### src/rtl/lock_pkg.sv
// Shared types and constants for the door-lock controller: state encoding,
// PIN geometry and helpers for sizing the shared countdown timer.
package lock_pkg;

    localparam int PIN_W = 16;
    localparam logic [PIN_W-1:0] PIN_DEFAULT = 16'h1234;

    typedef enum logic [2:0] {
        LOCKED,
        UNLOCKED,
        DOOR_OPEN,
        LOCKOUT,
        SETUP
    } lock_state_t;

    function automatic int max_of(input int a, input int b);
        return (a > b) ? a : b;
    endfunction

    // A one-cycle window still needs a 1-bit counter.
    function automatic int timer_width(input int max_ms);
        return (max_ms > 1) ? $clog2(max_ms) : 1;
    endfunction

endpackage

### src/rtl/lock_timer.sv
// Loadable down-counter shared by every timed state of the lock FSM.
// Saturates at zero; expired is high whenever the count is zero.
module lock_timer #(
    parameter int W = 14
) (
    input  logic         clk,
    input  logic         reset,
    input  logic         load,
    input  logic [W-1:0] load_val,
    output logic         expired
);

    logic [W-1:0] count_q;
    logic [W-1:0] count_d;

    // NOTE: combinational blocks use blocking '=' with a default first, so no latch is inferred.
    always_comb begin
        count_d = count_q;
        if (load) begin
            count_d = load_val;
        end else if (count_q != '0) begin
            count_d = count_q - W'(1);
        end
    end

    // NOTE: clocked state uses non-blocking '<=' so all registers update together.
    always_ff @(posedge clk) begin
        if (reset) begin
            count_q <= '0;
        end else begin
            count_q <= count_d;
        end
    end

    assign expired = (count_q == '0);

endmodule

### src/rtl/lock_access_controller.sv
// Door-lock sequencing FSM: PIN check, bolt window, fail lockout and PIN change.
// Define DOOR_ALARM_EN to add the door-held-open alarm; otherwise alarm is tied low.
module lock_access_controller
    import lock_pkg::*;
#(
    parameter int MAX_FAILS  = 3,
    parameter int UNLOCK_MS  = 5000,
    parameter int LOCKOUT_MS = 10000,
    parameter int SETUP_MS   = 10000,
    parameter int ALARM_MS   = 10000
) (
    input  logic                           clk,
    input  logic                           reset,
    input  logic                           pin_valid,
    input  logic [PIN_W-1:0]               pin_code,
    input  logic                           door_closed,
    input  logic                           hold_long,
    output logic                           unlock,
    output logic                           lockout,
    output logic                           setup_mode,
    output logic                           alarm,
    output logic [$clog2(MAX_FAILS+1)-1:0] fail_count
);

    localparam int MAX_MS = max_of(max_of(UNLOCK_MS, LOCKOUT_MS), max_of(SETUP_MS, ALARM_MS));
    localparam int TW     = timer_width(MAX_MS);
    localparam int FW     = $clog2(MAX_FAILS + 1);

    lock_state_t      state_q, state_d;
    logic [FW-1:0]    fail_q, fail_d;
    logic [PIN_W-1:0] pin_q, pin_d;
    logic             hold_q;
    logic             unlock_q, lockout_q, setup_q;
    logic             hold_rise;
    logic             load;
    logic [TW-1:0]    load_val;
    logic             expired;

    assign hold_rise = hold_long & ~hold_q;

    always_comb begin
        state_d  = state_q;
        fail_d   = fail_q;
        pin_d    = pin_q;
        load     = 1'b0;
        load_val = '0;

        case (state_q)
            LOCKED: begin
                if (pin_valid) begin
                    if (pin_code == pin_q) begin
                        state_d = UNLOCKED;
                        fail_d  = '0;
                    end else if (fail_q == FW'(MAX_FAILS - 1)) begin
                        state_d = LOCKOUT;
                        fail_d  = FW'(MAX_FAILS);
                    end else begin
                        fail_d = fail_q + FW'(1);
                    end
                end
            end
            UNLOCKED: begin
                if (!door_closed) begin
                    state_d = DOOR_OPEN;
                end else if (hold_rise) begin
                    state_d = SETUP;
                end else if (expired) begin
                    state_d = LOCKED;
                end
            end
            DOOR_OPEN: begin
                if (door_closed) begin
                    state_d = LOCKED;
                end
            end
            LOCKOUT: begin
                if (expired) begin
                    state_d = LOCKED;
                    fail_d  = '0;
                end
            end
            SETUP: begin
                // A submitted PIN takes precedence over an expiring window.
                if (pin_valid) begin
                    pin_d   = pin_code;
                    state_d = LOCKED;
                end else if (expired) begin
                    state_d = LOCKED;
                end
            end
            default: state_d = LOCKED;
        endcase

        if (state_d != state_q) begin
            load = 1'b1;
            case (state_d)
                UNLOCKED: load_val = TW'(UNLOCK_MS - 1);
                LOCKOUT:  load_val = TW'(LOCKOUT_MS - 1);
                SETUP:    load_val = TW'(SETUP_MS - 1);
`ifdef DOOR_ALARM_EN
                DOOR_OPEN: load_val = TW'(ALARM_MS - 1);
`endif
                default:  load_val = '0;
            endcase
        end
    end

    always_ff @(posedge clk) begin
        if (reset) begin
            state_q   <= LOCKED;
            fail_q    <= '0;
            pin_q     <= PIN_DEFAULT;
            hold_q    <= 1'b0;
            unlock_q  <= 1'b0;
            lockout_q <= 1'b0;
            setup_q   <= 1'b0;
        end else begin
            state_q   <= state_d;
            fail_q    <= fail_d;
            pin_q     <= pin_d;
            hold_q    <= hold_long;
            unlock_q  <= (state_d == UNLOCKED) || (state_d == DOOR_OPEN);
            lockout_q <= (state_d == LOCKOUT);
            setup_q   <= (state_d == SETUP);
        end
    end

    lock_timer #(.W(TW)) u_timer (
        .clk      (clk),
        .reset    (reset),
        .load     (load),
        .load_val (load_val),
        .expired  (expired)
    );

    assign unlock     = unlock_q;
    assign lockout    = lockout_q;
    assign setup_mode = setup_q;
    assign fail_count = fail_q;

`ifdef DOOR_ALARM_EN
    // The timer holds at zero, so the alarm stays up until the door closes.
    assign alarm = (state_q == DOOR_OPEN) && expired;
`else
    assign alarm = 1'b0;
`endif

endmodule

### config.mk
export PLATFORM = sky130hd
export DESIGN_NAME = lock_access_controller
export DESIGN_NICKNAME = d
export VERILOG_FILES = /design/src/rtl/lock_pkg.sv /design/src/rtl/lock_timer.sv /design/src/rtl/lock_access_controller.sv
export SDC_FILE = /design/constraint.sdc
export NUM_CORES = 1
export LEC_CHECK = 0
export BUFFER_PORTS_ARGS = -buffer_cell sky130_fd_sc_hd__clkbuf_2
export CORE_MARGIN = 2
export CORE_UTILIZATION = 52
export CTS_CLUSTER_SIZE = 24
export DETAILED_ROUTE_END_ITERATION = 7
export GPL_TIMING_DRIVEN = 1
export PLACE_DENSITY = 0.75
export SLEW_MARGIN = 20
export SYNTH_ARGS = -nofsm -noshare
export SYNTH_HDL_FRONTEND = slang
export SYNTH_HIERARCHICAL = 1
export SYNTH_SLANG_ARGS = --single-unit
### constraint.sdc
create_clock -name clk -period 2.55 [get_ports clk]
set_input_delay 0.3825 -clock clk [delete_from_list [all_inputs] [get_ports clk]]
set_output_delay 0.3825 -clock clk [all_outputs]
set_load 0.03 [all_outputs]
=== Word level (Yosys, flattened, before mapping) ===
Cells that the tools add are included.

* Eq/ne operators: 13
* Add/sub/neg operators: 2
* Reductions and logical operators: 9
* Muxes and demuxes: 19
* Bitwise gates (word level): 2

{| class="wikitable"
|+ Operators with widths
! operator !! count
|-
| $mux W14 || 3
|-
| $pmux W14 S2 || 1
|-
| $mux W3 || 8
|-
| $eq A16 B16 Y1 || 1
|-
| $pmux W3 S5 || 1
|-
| $logic_not A14 Y1 || 1
|-
| $reduce_bool A14 Y1 || 1
|-
| $sub A14 B1 Y14 const B || 1
|-
| $eq A3 B2 Y1 const B || 4
|-
| $mux W2 || 4
|-
| $eq A3 B1 Y1 const B || 2
|-
| $eq A3 B3 Y1 const B || 2
|-
| $ne A2 B2 Y1 const B || 2
|-
| $pmux W2 S2 || 1
|-
| $reduce_bool A2 Y1 || 2
|-
| $logic_not A3 Y1 || 1
|-
| $ne A3 B3 Y1 || 1
|-
| $reduce_and A3 Y1 || 1
|-
| $add A2 B1 Y2 const B || 1
|-
| $eq A2 B2 Y1 const B || 1
|-
| $reduce_and A2 Y1 || 1
|-
| $reduce_or A2 Y1 || 1
|-
| $and A1 B1 Y1 || 1
|-
| $logic_or A1 B1 Y1 || 1
|-
| 2 further kinds || 2
|}

* Bits in registers: 39
* Input port bits: 21
* Output and inout port bits: 6
* Word-level logic and storage cells: 53

=== Depth between registers and ports, before layout ===
Gate-level depths: netlist of the first run.

* Word-level depth: 10
* Depth in mapped cells: 15
* Depth with buffers taken out: 12

=== By module ===
The synthesis of the first run kept the hierarchy.

{| class="wikitable"
|+ By module, submodules not included
! module !! area each (um^2) !! sequential area each (um^2) !! cells each !! times used
|-
| lock_access_controller || 1467.7 || 500.5 || 168 || 1
|-
| lock_timer || 887.1 || 280.3 || 109 || 1
|}

=== Least setup slack after synthesis of the first run ===
Ideal clock, no wire load.

* Kind: register to register
* Start: register u_timer.count_q[0]
* End: register u_timer.count_q[10]
* Required time: 2.428 ns
* Setup time: 0.122 ns
* Period minus slack after synthesis: 2.807 ns
* Stages on the path, launching flop included: 16
* Path slack: -0.257 ns
* Arrival: 2.685 ns
* Path buffers: 3
* Cells stage by stage: dfxtp_1 > inv_1 > ha_1 > nor4b_4 > nand4_1 > buf_2 > inv_1 > clkbuf_2 > mux2i_1 > a221oi_2 > nor3_1 > a21oi_1 > dlymetal6s2s_1 > nor2_1 > nand2_1 > o21ai_0

* Elaborated cells on any way between the ends: 19
* Classes of those cells: add/sub (1); eq/ne (4); mux (10); reduce/logical (4)

{| class="wikitable"
|+ RTL lines
! what !! RTL line !! text
|-
| start, declared || lock_timer.sv:13 || <nowiki>logic [W-1:0] count_q;</nowiki>
|-
| start signal, assigned || lock_timer.sv:31 || <nowiki>count_q <= count_d;</nowiki>
|-
| $logic_not A14 Y1 (*) || lock_timer.sv:35 || <nowiki>assign expired = (count_q == '0);</nowiki>
|-
| net expired || lock_access_controller.sv:37 || <nowiki>logic expired;</nowiki>
|-
| $mux W3 (*) || lock_access_controller.sv:67, lock_access_controller.sv:77, lock_access_controller.sv:87 ||
|-
| $mux W3 || lock_access_controller.sv:65 || <nowiki>end else if (hold_rise) begin</nowiki>
|-
| $mux W3 || lock_access_controller.sv:63 || <nowiki>if (!door_closed) begin</nowiki>
|-
| $pmux W3 S5 (*) || lock_access_controller.sv:48 || <nowiki>case (state_q)</nowiki>
|-
| $ne A3 B3 Y1 (*) || lock_access_controller.sv:94 || <nowiki>if (state_d != state_q) begin</nowiki>
|-
| $mux W1 (*) || lock_access_controller.sv:94 ||
|-
| net load || lock_access_controller.sv:35 || <nowiki>logic load;</nowiki>
|-
| $mux W14 / $reduce_bool A2 Y1 (equally long branches) || -- ||
|}

Mark *: on every way through the listed nets, which the timed path passes. The rest lies on a longest branch. The select of a mux whose other input is x is not followed.
A chain may end at the register's enable or synchronous reset.

=== Worst setup path after layout of the first run ===
* Start: register u_timer.count_q[0]
* End: register u_timer.count_q[5]

Same word-level chain as after synthesis.

==> results.py, run 1 <==
metrics = {
    "status": {
        "status": "finished, final reports clean",
    },
    "sta": {
        "fin_worst_hold_slack_ns": 0.323,
        "timing_max_transition_violations_final": 0,
        "timing_worst_slew_pin_value_ns": 0.630,
        "period_share": 0.938,
        "post_route_skew_ns": 0.00478,
        "worst_slew_margin_rel": 0.580,
        "final_hold_vios": 0,
        "setup_violations": 0,
        "final_period_minus_worst_setup_slack_ns": 2.39,
        "rsz0062_at_grt": "yes",
        "fmax_ghz": 0.418,
        "setup_ws_ns": 0.159,
    },
    "cts": {
        "cts-buffers-inserted": 5,
        "hold_buffers": 0,
        "cts_setup_buffers": 0,
        "clock_latency_ns": 0.29,
        "clk_transition_reported_paths_ns": 0.08,
        "cts.path.max_buffers": 2,
        "cts_root_buffer": "sky130_fd_sc_hd__clkbuf_8",
        "cts_tree": "built",
        "post_cts_resize_count": 0,
        "cts-htree-levels": 2,
        "cts.sink_count": 39,
    },
    "final_layout": {
        "layout-drive-gt1-share": 0.286,
        "antenna_cells_inserted": 0,
        "area_growth_pct": 18.9,
        "layout_commonest_cell": "sky130_fd_sc_hd__nand2_1",
        "most-common-layout-cells": "44 x sky130_fd_sc_hd__nand2_1, 37 x sky130_fd_sc_hd__dfxtp_1, 25 x sky130_fd_sc_hd__clkbuf_2",
        "nNetsFinal": 340,
        "utilization": 0.643,
    },
    "die": {
        "boundary_pin_count": 27,
        "rows": 24,
        "core_region_area_mm2": 0.00435,
        "chipWidth_um": 71.3,
        "die-height_um": 71.3,
        "dieArea_mm2": 0.00508,
        "start_util": 0.541,
    },
    "power_and_ir_drop": {
        "power_frac_comb": 0.474,
        "pwr_cell_area_mw_per_mm2": 916,
        "p_switching_uw": 957,
        "irDropWorstVdd_uv": 715,
        "internal_power_mw": 1.61,
        "switching_power_as_a_share_of_total_power": 0.373,
        "power_frac_seq": 0.324,
        "reported_leakage_power_nw": 1.09,
        "share_of_power_burned_in_the_clock_network": 0.203,
    },
    "route": {
        "wl_um": 4920,
        "detailroute.via_count": 2040,
        "routed_wire_length_on_met2_um": 2390,
        "first_iter_violations": 187,
        "met3_routed_length_um": 254,
        "routed_via_density": 5.51,
        "wirelength_met1_um": 2230,
        "wire_per_inst_um": 13.3,
        "remaining_drc_errors": 0,
        "dr.max_layer_used": "met4",
        "detailedRoute.firstPassIterationCount": 4,
        "postRouteAntennaNets": 0,
    },
    "placed_design": {
        "place_worst_setup_slack_ns": 0.146,
        "io_buffers": 25,
        "place_congestion": 0.965,
        "place.detailed.hpwl_um": 3640,
    },
    "yosys": {
        "synthesis.instances": 277,
        "synth_warnings": 6,
        "synth_cell_types": 61,
        "synth_area_mm2": 0.00235,
        "ys_async_sr_fraction": 0,
        "synth_top_flop_cell": "sky130_fd_sc_hd__dfxtp_1",
        "synth-edff-count": 0,
        "seq_area_frac_synth": 0.332,
        "number_of_synthesized_register_bits": 39,
        "synth_area_per_cell_um2": 8.50,
    },
    "worst_setup_path": {
        "critical_path_class": "reg -> reg",
        "worst_setup_path_start_kind": "flip-flop",
        "timing.critical_path.arrival_ns": 2.61,
        "critical_path_capture_point_type": "flip-flop",
        "critical_path.max_fanout": 24,
        "worstPathRequired_ns": 2.77,
    },
    "grt": {
        "globalRouteTotalUtil": 0.206,
        "grt_max_degree": 25,
        "via_count_of_the_first_global_routing_pass": 1908,
        "initial_antenna_violation_count": 0,
        "gr_overflow_total": 0,
        "wire_length_of_the_first_global_routing_pass_um": 8380,
    },
    "job": {
        "timing.max_cap.violations": 0,
    },
    "worst_hold_path": {
        "holdCritPathClass": "in -> reg",
    },
}
power groups by stage:
| stage | combinational, mW | sequential, mW | clock (mW) |
|---|---|---|---|
| final | 1.21 | 0.829 | 0.519 |
| after detailed placement | 1.18 | 0.842 | 0 |
| after global placement | 1.15 | 0.838 | 0 |
| after CTS | 1.19 | 0.828 | 0.531 |
| after global routing | 1.35 | 0.843 | 0.546 |
| after floorplan | 0.801 | 0.870 | 0 |
area by class of cell:
class	instances	area, um^2
Fill cell	377	1560
Multi-Input combinational cell	213	1510
Sequential cell	39	783
Timing Repair Buffer	44	280
Clock buffer	5	68.8
Tap cell	52	65.1
Inverter	14	52.6
Clock inverter	3	43.8
metal layers:
metal | up-vias | GRT usage
met5 | - | 0
met1 | 936 | 0.269
met2 | 49 | 0.346
met4 | 0 | 0.0566
li1 | 1051 | -
met3 | 4 | 0.0436
cells in the mapped netlist (5+ instances only):
| master | n | area, um^2 |
|---|---|---|
| sky130_fd_sc_hd__inv_1 | 14 | 52.6 |
| sky130_fd_sc_hd__or3_1 | 6 | 37.5 |
| sky130_fd_sc_hd__nand3b_1 | 6 | 45.0 |
| sky130_fd_sc_hd__a21oi_1 | 22 | 110 |
| sky130_fd_sc_hd__nor4_1 | 5 | 31.3 |
| sky130_fd_sc_hd__buf_2 | 7 | 35.0 |
| sky130_fd_sc_hd__nor2_1 | 17 | 63.8 |
| sky130_fd_sc_hd__nor4_4 | 5 | 106 |
| sky130_fd_sc_hd__nor3_1 | 9 | 45.0 |
| sky130_fd_sc_hd__o21ai_0 | 5 | 25.0 |
| sky130_fd_sc_hd__nand2b_1 | 7 | 43.8 |
| sky130_fd_sc_hd__xor2_1 | 18 | 158 |
| sky130_fd_sc_hd__nand2_1 | 44 | 165 |
| sky130_fd_sc_hd__nor2b_1 | 6 | 37.5 |
| sky130_fd_sc_hd__dfxtp_1 | 39 | 781 |
logic make-up after synthesis:
kind of cell	synth area share
AND/OR/NAND/NOR	0.335
AO/OA/AOI/OAI	0.183
flip-flops	0.332
buffers and inverters	0.0595
XOR/XNOR	0.0744
adder cells (fa/ha/maj)	0.0106
other	0.00159
multiplexers	0.00425
stage by stage:
step | setup TNS (ns) | total power, mW | instances | instance area, um^2
after floorplan | -0.352 | 1.67 | 281 | 2410
after global placement | 0 | 1.99 | 362 | 2660
after detailed placement | 0 | 2.02 | 362 | 2660
after CTS | 0 | 2.54 | 370 | 2770
after global routing | -0.0143 | 2.74 | 370 | 2800
final | 0 | 2.56 | 370 | 2800
worst paths after layout:
check	cells after the start	endpoint	slack, ns	startpoint
worst min register to register	2	pin_q[6]	0.47	pin_q[6]
worst max-delay path	12	u_timer/count_q[5]	0.16	u_timer/count_q[0]
worst max register to register	12	u_timer/count_q[5]	0.16	u_timer/count_q[0]
worst min-delay path	3	pin_q[13]	0.32	pin_code[13]
critical path, cell delays in order (launching register included):
cell and delay, ns:
sky130_fd_sc_hd__dfxtp_2 0.34, sky130_fd_sc_hd__inv_2 0.04, sky130_fd_sc_hd__ha_4 0.16, sky130_fd_sc_hd__nor4b_4 0.13
sky130_fd_sc_hd__nand4_1 0.12, sky130_fd_sc_hd__inv_2 0.07, sky130_fd_sc_hd__nor4_4 0.21, sky130_fd_sc_hd__a221oi_2 0.08
sky130_fd_sc_hd__nor3_2 0.27, sky130_fd_sc_hd__a21oi_2 0.11, sky130_fd_sc_hd__buf_12 0.17, sky130_fd_sc_hd__or4b_1 0.52
sky130_fd_sc_hd__o211ai_1 0.10
sequential cells by signal, summed over array words and instances, names as in the netlist:
name	count
pin_q	16
u_timer/count_q	14
state_q	3
fail_count	2
hold_q	1
lockout	1
setup_mode	1
unlock	1
No activity file was read; power rests on OpenSTA's default activity.
==> run 2: changes to the inputs <==
Settings changed: ABC_AREA from default to 1, ABC_CLOCK_PERIOD_IN_PS from default to 2550, CORE_UTILIZATION 52 to 53, PLACE_DENSITY 0.75 to 0.76.
==> run 2 against run 1 <==
The flow now finishes with violations (setup timing). Final cell count rose by 38%. Synthesized area increased by 3.7%. Routed wire length up 50%. Critical path depth increased by 11. Count of clock-buffer cells in the layout grew 1. Register-to-register slack got worse by 0.51 ns. Sequential power about the same. Cell area rose by 16%. Sequential share of layout area fell by 3.8 points. Total power grew 39%. Hold slack lost 0.0064 ns. Critical endpoint is now u_timer/count_q[2].
==> results.py, run 2 <==
metrics = {
    "power_and_ir_drop": {
        "reported_leakage_power_nw": 1.66,
        "pwr_cell_area_mw_per_mm2": 1100,
        "power.total_mw": 3.58,
        "irDropWorstVdd_uv": 503,
    },
    "yosys": {
        "synth_area_mm2": 0.00244,
        "synth-edff-count": 0,
        "post-synth-top-area-fraction": 0.320,
        "synth_cell_types": 32,
        "synthTopCellsByArea": "sky130_fd_sc_hd__dfxtp_1 32%, sky130_fd_sc_hd__nand2_1 17%, sky130_fd_sc_hd__inv_1 8.6%",
        "number_of_synthesized_register_bits": 39,
        "synth_top_flop_cell": "sky130_fd_sc_hd__dfxtp_1",
        "synth_top_cells_by_count": "110 x sky130_fd_sc_hd__nand2_1, 56 x sky130_fd_sc_hd__inv_1, 49 x sky130_fd_sc_hd__nor2_1",
        "synth_area_per_cell_um2": 6.26,
        "synthesis.instances": 390,
        "ys_async_sr_fraction": 0,
        "synth_warnings": 6,
        "synth_top_area_cell": "sky130_fd_sc_hd__dfxtp_1",
        "seq_area_frac_synth": 0.320,
        "synth_most_common_cell": "sky130_fd_sc_hd__nand2_1",
    },
    "cts": {
        "cts.sink_count": 39,
        "cts.path.max_buffers": 2,
        "cts_root_buffer": "sky130_fd_sc_hd__clkbuf_8",
        "cts-buffers-inserted": 5,
        "clock_latency_ns": 0.29,
        "cts-htree-levels": 2,
        "cts_tree": "built",
        "clk_transition_reported_paths_ns": 0.09,
    },
    "route": {
        "routed_wire_length_on_met2_um": 3600,
        "routed_via_density": 5.45,
        "first_iter_violations": 195,
        "met3_routed_length_um": 477,
        "postRouteAntennaNets": 0,
        "wl_um": 7390,
        "remaining_drc_errors": 0,
        "dr.max_layer_used": "met4",
        "detailedRoute.firstPassIterationCount": 6,
        "wire_per_inst_um": 14.4,
        "wirelength_met1_um": 2970,
        "detailroute.via_count": 2790,
    },
    "final_layout": {
        "most-common-layout-cells": "106 x sky130_fd_sc_hd__nand2_1, 52 x sky130_fd_sc_hd__inv_1, 45 x sky130_fd_sc_hd__nor2_1",
        "nNetsFinal": 482,
        "largest_register": "pin_q",
        "layout_commonest_cell": "sky130_fd_sc_hd__nand2_1",
        "area_growth_pct": 32.8,
        "biggestRegsByFlops": "pin_q x16, u_timer/count_q x14, state_q x3",
        "finish.cell_count_without_fillers": 512,
        "layout-drive-gt1-share": 0.324,
        "antenna_cells_inserted": 0,
        "largest_register_ffs": 16,
    },
    "worst_setup_path": {
        "worst_setup_path_start_kind": "flip-flop",
        "critPathSlowestCell": "sky130_fd_sc_hd__dfxtp_2",
        "regToRegSetupSlack_ns": -0.35,
        "worst-path-buf-inv": 5,
        "cp_slowest_stage_delay_ns": 0.34,
        "critical_path_capture_point_type": "flip-flop",
        "timing.critical_path.arrival_ns": 3.09,
        "crit_chain": "inv_2, ha_4, nand2_4, nor2_4, nand2_4, nor2_4, nand2_2, nor2_4, buf_6, nor2_4, nand2_2, nand2_2, a21oi_4, nand2_4, nand2_2, nand3_2, nor2_4, clkinv_4, clkinv_8, buf_6, nand4_4, nand2_8, nor2_2",
        "worstPathRequired_ns": 2.74,
        "worst_r2r_path_depth": 23,
        "crit_path_frequent_cell": "sky130_fd_sc_hd__nor2_4",
        "reg2reg_to": "u_timer/count_q[2]",
        "critical_path.max_fanout": 7,
        "worst_reg2reg_startpoint": "u_timer/count_q[0]",
        "setup.worst_path.start": "u_timer/count_q[0]",
        "cp_top_family": "simple AND/OR/NAND/NOR gates",
        "critical_path_class": "reg -> reg",
    },
    "job": {
        "timing.max_cap.violations": 0,
    },
    "grt": {
        "initial_antenna_violation_count": 0,
        "wire_length_of_the_first_global_routing_pass_um": 10300,
        "gr_overflow_total": 0,
        "grt_max_degree": 32,
        "globalRouteTotalUtil": 0.253,
        "via_count_of_the_first_global_routing_pass": 2401,
    },
    "sta": {
        "rsz0062_at_grt": "yes",
        "worst_slew_margin_rel": 0.391,
        "setup_violations": 14,
        "timing_worst_slew_pin_value_ns": 0.912,
        "timing_max_transition_violations_final": 0,
        "fmax_ghz": 0.345,
        "post_route_skew_ns": 0.00989,
        "final_period_minus_worst_setup_slack_ns": 2.90,
        "final_hold_vios": 0,
        "fin_worst_hold_slack_ns": 0.317,
        "setup_ws_ns": -0.352,
        "period_share": 1.14,
    },
    "die": {
        "start_util": 0.557,
        "dieArea_mm2": 0.00517,
        "core_region_area_mm2": 0.00438,
        "die-height_um": 71.9,
        "rows": 24,
        "chipWidth_um": 71.9,
        "boundary_pin_count": 27,
    },
    "worst_hold_path": {
        "hold_path_end": "pin_q[9]",
        "holdCritPathClass": "in -> reg",
        "hp-start": "pin_code[9]",
        "timing.hold.worst_path_depth": 3,
    },
    "placed_design": {
        "place_worst_setup_slack_ns": -0.0840,
        "place.detailed.hpwl_um": 4040,
        "io_buffers": 25,
        "place_congestion": 0.916,
        "place_inst": 478,
    },
    "status": {
        "status": "complete, but fails checks",
        "violations": "setup timing",
    },
}
[run 2: changes by cell type after synthesis, sizes merged, moves of 6 or more]
cell / delta
nor4: -11
or3: -6
nand2: +78
nand3: +22
nor3: -9
inv: +51
nor2b: -6
nand2b: -8
o21ai: +14
nor2: +45
xor2: -17
[run 2: worst min-delay path: cells and delay by family]
family	cells	cell delay [ns]
buffers and inverters	1	0.10
and+or+nand+nor	2	0.10
[run 2: worst max path at each step]
stage                           to  cells after the start
2_1_floorplan   u_timer/count_q[9]                     22
6_report        u_timer/count_q[2]                     23
4_1_cts        u_timer/count_q[13]                     21
5_1_grt         u_timer/count_q[2]                     23
3_3_place_gp    u_timer/count_q[4]                     23
3_5_place_dp    u_timer/count_q[4]                     23
[run 2: cells by family after synthesis]
kind of cell               Yosys count  synth area share
DFF                                 39             0.320
other                                1           0.00154
xor gates and xnor gates             1           0.00359
buffers and inverters               73             0.116
AOI/OAI and AO/OA                   53             0.121
and+or+nand+nor                    221             0.428
adders and majority gates            2            0.0102
[run 2: metrics by stage]
step                setup TNS, ns  area, um^2   util
floorplan                       0        2480      -
global placement         -0.00386        2740  0.624
detailed placement         -0.679        2740  0.624
CTS                     -0.000595        3050  0.695
global route                -5.64        3240  0.740
finish                      -4.14        3240  0.740
[run 2: power breakdown]
group | total (mW) | internal [mW] | leakage [nW] | switching, mW
sequential | 0.827 | 0.728 | 0.319 | 0.0987
clock | 0.549 | 0.317 | 0.0612 | 0.232
combinational | 2.20 | 0.904 | 1.28 | 1.29
[run 2: area by class of cell]
class	count	area, um^2
fillers	304	1140
clock buffers	6	82.6
multi-input cells	282	1540
clock inverters	2	35.0
well taps	52	65.1
repair inverters	1	11.3
flip-flops and latches	39	783
repair buffers	65	468
inverters	65	262
[run 2: per-layer routing]
metal,up-vias,track usage
li1,1334,-
met1,1274,0.311
met2,138,0.425
met3,44,0.0506
met4,0,0.119
met5,-,0
[run 2: timing repair]
| item | CTS | global route |
|---|---|---|
| resized for setup | 24 | 28 |
| pin swaps | 14 | 19 |
| gates cloned | 2 | 0 |
| setup buffers | 12 | 12 |
| setup endpoints to repair | 14 | 14 |
| hold buffers | 0 | 0 |
==> run 3: changes to the inputs <==
Settings changed: CORE_UTILIZATION 53 to 52, PLACE_DENSITY 0.76 to 0.75, SYNTH_HIERARCHICAL 1 to default.
==> run 3 against run 2 <==
The run now ends clean. Core utilization shrank 13 points. Synthesized cell count shrank 12%. Count of clock-buffer cells in the layout is 1 higher. Hold slack lost 0.012 ns. Sequential power down 7.6%. Die area is 6.1% lower. Cell area decreased by 23%. Clock skew about the same. Critical path type unchanged. Largest power group unchanged. Highest routed layer unchanged.
==> results.py, run 3 <==
metrics = {
    "worst_setup_path": {
        "regToRegSetupSlack_ns": 0.49,
        "critical_path_capture_point_type": "flip-flop",
        "cp_slowest_stage_delay_ns": 0.31,
        "crit_path_frequent_cell": "sky130_fd_sc_hd__nand2_2",
        "cp_top_family": "simple AND/OR/NAND/NOR gates",
        "critical_path.max_fanout": 7,
        "worstSetupPathDepth": 15,
        "critical_path_class": "reg -> reg",
        "timing.critical_path.arrival_ns": 2.26,
        "critPathSlowestCell": "sky130_fd_sc_hd__dfxtp_1",
        "worst-path-buf-inv": 3,
        "worst_setup_path_start_kind": "flip-flop",
        "worstPathRequired_ns": 2.75,
        "worst_r2r_path_depth": 15,
        "crit_chain": "inv_1, ha_1, nand2_2, nor2_4, nand2_4, nand2_2, nand2_2, o21ai_2, inv_2, nor2_8, nand2_4, nand2_2, nand2_1, nand2_1, inv_1",
    },
    "die": {
        "core_region_area_mm2": 0.00409,
        "rows": 23,
        "start_util": 0.549,
        "die-height_um": 69.7,
        "boundary_pin_count": 27,
        "chipWidth_um": 69.7,
        "dieArea_mm2": 0.00485,
    },
    "placed_design": {
        "place.detailed.hpwl_um": 3280,
        "io_buffers": 25,
        "place_congestion": 0.910,
    },
    "yosys": {
        "synth_area_mm2": 0.00224,
        "synth_cell_types": 31,
        "synthTopCellsByArea": "sky130_fd_sc_hd__dfxtp_1 35%, sky130_fd_sc_hd__nand2_1 14%, sky130_fd_sc_hd__inv_1 8.7%",
        "synth_top_area_cell": "sky130_fd_sc_hd__dfxtp_1",
        "syn_nets": 367,
        "synth_area_per_cell_um2": 6.52,
        "synthesis.instances": 344,
        "synth_top_cells_by_count": "86 x sky130_fd_sc_hd__nand2_1, 52 x sky130_fd_sc_hd__inv_1, 49 x sky130_fd_sc_hd__nor2_1",
        "seq_area_frac_synth": 0.348,
        "number_of_synthesized_register_bits": 39,
        "ys_async_sr_fraction": 0,
        "synth_most_common_cell": "sky130_fd_sc_hd__nand2_1",
        "post-synth-top-area-fraction": 0.348,
        "synth_warnings": 0,
        "synth-edff-count": 0,
        "synth_top_flop_cell": "sky130_fd_sc_hd__dfxtp_1",
    },
    "route": {
        "routed_via_density": 4.89,
        "postRouteAntennaNets": 0,
        "first_iter_violations": 85,
        "detailedRoute.firstPassIterationCount": 4,
        "remaining_drc_errors": 0,
        "wl_um": 4340,
        "detailroute.via_count": 2057,
        "wire_per_inst_um": 10.3,
    },
    "cts": {
        "cts_setup_buffers": 0,
        "clk_transition_reported_paths_ns": 0.07,
        "cts_tree": "built",
        "cts_root_buffer": "sky130_fd_sc_hd__clkbuf_8",
        "cts.sink_count": 39,
        "clock_latency_ns": 0.30,
        "cts-htree-levels": 2,
        "hold_buffers": 0,
        "post_cts_resize_count": 0,
        "cts.path.max_buffers": 2,
        "cts-buffers-inserted": 5,
    },
    "sta": {
        "worst_slew_margin_rel": 0.577,
        "final_hold_vios": 0,
        "timing_max_transition_violations_final": 0,
        "final_period_minus_worst_setup_slack_ns": 2.06,
        "post_route_skew_ns": 0.00968,
        "setup_violations": 0,
        "timing_worst_slew_pin_value_ns": 0.634,
        "period_share": 0.809,
        "fin_worst_hold_slack_ns": 0.305,
        "fin_tns_setup_ns": 0,
        "fmax_ghz": 0.485,
        "rsz0062_at_grt": "no",
    },
    "grt": {
        "initial_antenna_violation_count": 0,
        "wire_length_of_the_first_global_routing_pass_um": 7720,
        "grt_max_degree": 31,
        "globalRouteTotalUtil": 0.194,
        "gr_overflow_total": 0,
        "via_count_of_the_first_global_routing_pass": 1859,
    },
    "final_layout": {
        "multi_input_area_mm2": 0.00122,
        "biggestRegsByFlops": "pin_q x16, u_timer.count_q x14, state_q x3",
        "most-common-layout-cells": "86 x sky130_fd_sc_hd__nand2_1, 52 x sky130_fd_sc_hd__inv_1, 49 x sky130_fd_sc_hd__nor2_1",
        "antenna_cells_inserted": 0,
        "largest_register": "pin_q",
        "area_growth_pct": 11.0,
        "nNetsFinal": 393,
        "fillCellCount": 397,
        "largest_register_ffs": 16,
        "layout-drive-gt1-share": 0.159,
        "layout_commonest_cell": "sky130_fd_sc_hd__nand2_1",
        "final-seq-area_um2": 781,
    },
    "power_and_ir_drop": {
        "irDropWorstVdd_uv": 420,
        "pwr_cell_area_mw_per_mm2": 807,
        "reported_leakage_power_nw": 1.31,
    },
    "status": {
        "status": "finished, final reports clean",
    },
    "worst_hold_path": {
        "holdCritPathClass": "in -> reg",
        "timing.hold.worst_path_depth": 3,
    },
    "job": {
        "timing.max_cap.violations": 0,
    },
}
run 3: routing by layer:
| layer | vias up | GRT usage | wire length, um |
|---|---|---|---|
| met2 | 33 | 0.323 | 2010 |
| met3 | 9 | 0.0567 | 188 |
| met1 | 901 | 0.235 | 2060 |
| li1 | 1114 | - | - |
| met4 | 0 | 0.0812 | 79 |
| met5 | - | 0 | 0 |
run 3: where the power goes:
part / internal [mW] / leakage, nW / switching (mW) / total, mW
sequential: 0.695 / 0.318 / 0.0690 / 0.764
clock: 0.192 / 0.0422 / 0.213 / 0.405
combinational: 0.329 / 0.955 / 0.511 / 0.840
total: 1.22 / 1.31 / 0.792 / 2.01
run 3: cell families (layout without fill, tap and decap cells):
| kind of cell | Yosys count | count (layout) | share of synthesized area |
|---|---|---|---|
| simple gates | 186 | 186 | 0.384 |
| buf+inv | 62 | 89 | 0.105 |
| compound gates | 42 | 42 | 0.103 |
| flops | 39 | 39 | 0.348 |
| xor+xnor | 12 | 12 | 0.0469 |
| fa+ha+maj | 2 | 2 | 0.0112 |
| other cells | 1 | 1 | 0.00167 |
run 3: metrics by stage:
stage                     cell area [um^2]  power, mW   util  worst slack, ns  instances
after floorplan                       2240       1.45      -            0.729        344
after global placement                2410       1.61  0.589            0.491        413
after detailed placement              2410       1.61  0.589            0.471        413
after CTS                             2490       2.02  0.609            0.495        421
after global routing                  2490       2.17  0.609            0.237        421
final                                 2490       2.01  0.609            0.487        421
run 3: layout make-up:
class,count,share of cell area
multi-input cells,243,0.492
flip-flops and latches,39,0.314
inverters,55,0.0830
repair buffers,26,0.0533
clock buffers,7,0.0307
well taps,50,0.0251
clock inverters,1,0.00201
run 3: worst min-delay path, cell delays in order:
cell                       delay [ns]
sky130_fd_sc_hd__clkbuf_2        0.08
sky130_fd_sc_hd__inv_1           0.06
sky130_fd_sc_hd__nor2_1          0.04
run 3: path summary, 6_finish.rpt:
check,from,end
worst max-delay path,u_timer.count_q[0],u_timer.count_q[0]
worst min-delay path,hold_long,hold_q
worst max register to register,u_timer.count_q[0],u_timer.count_q[0]
worst min register to register,pin_q[8],pin_q[8]
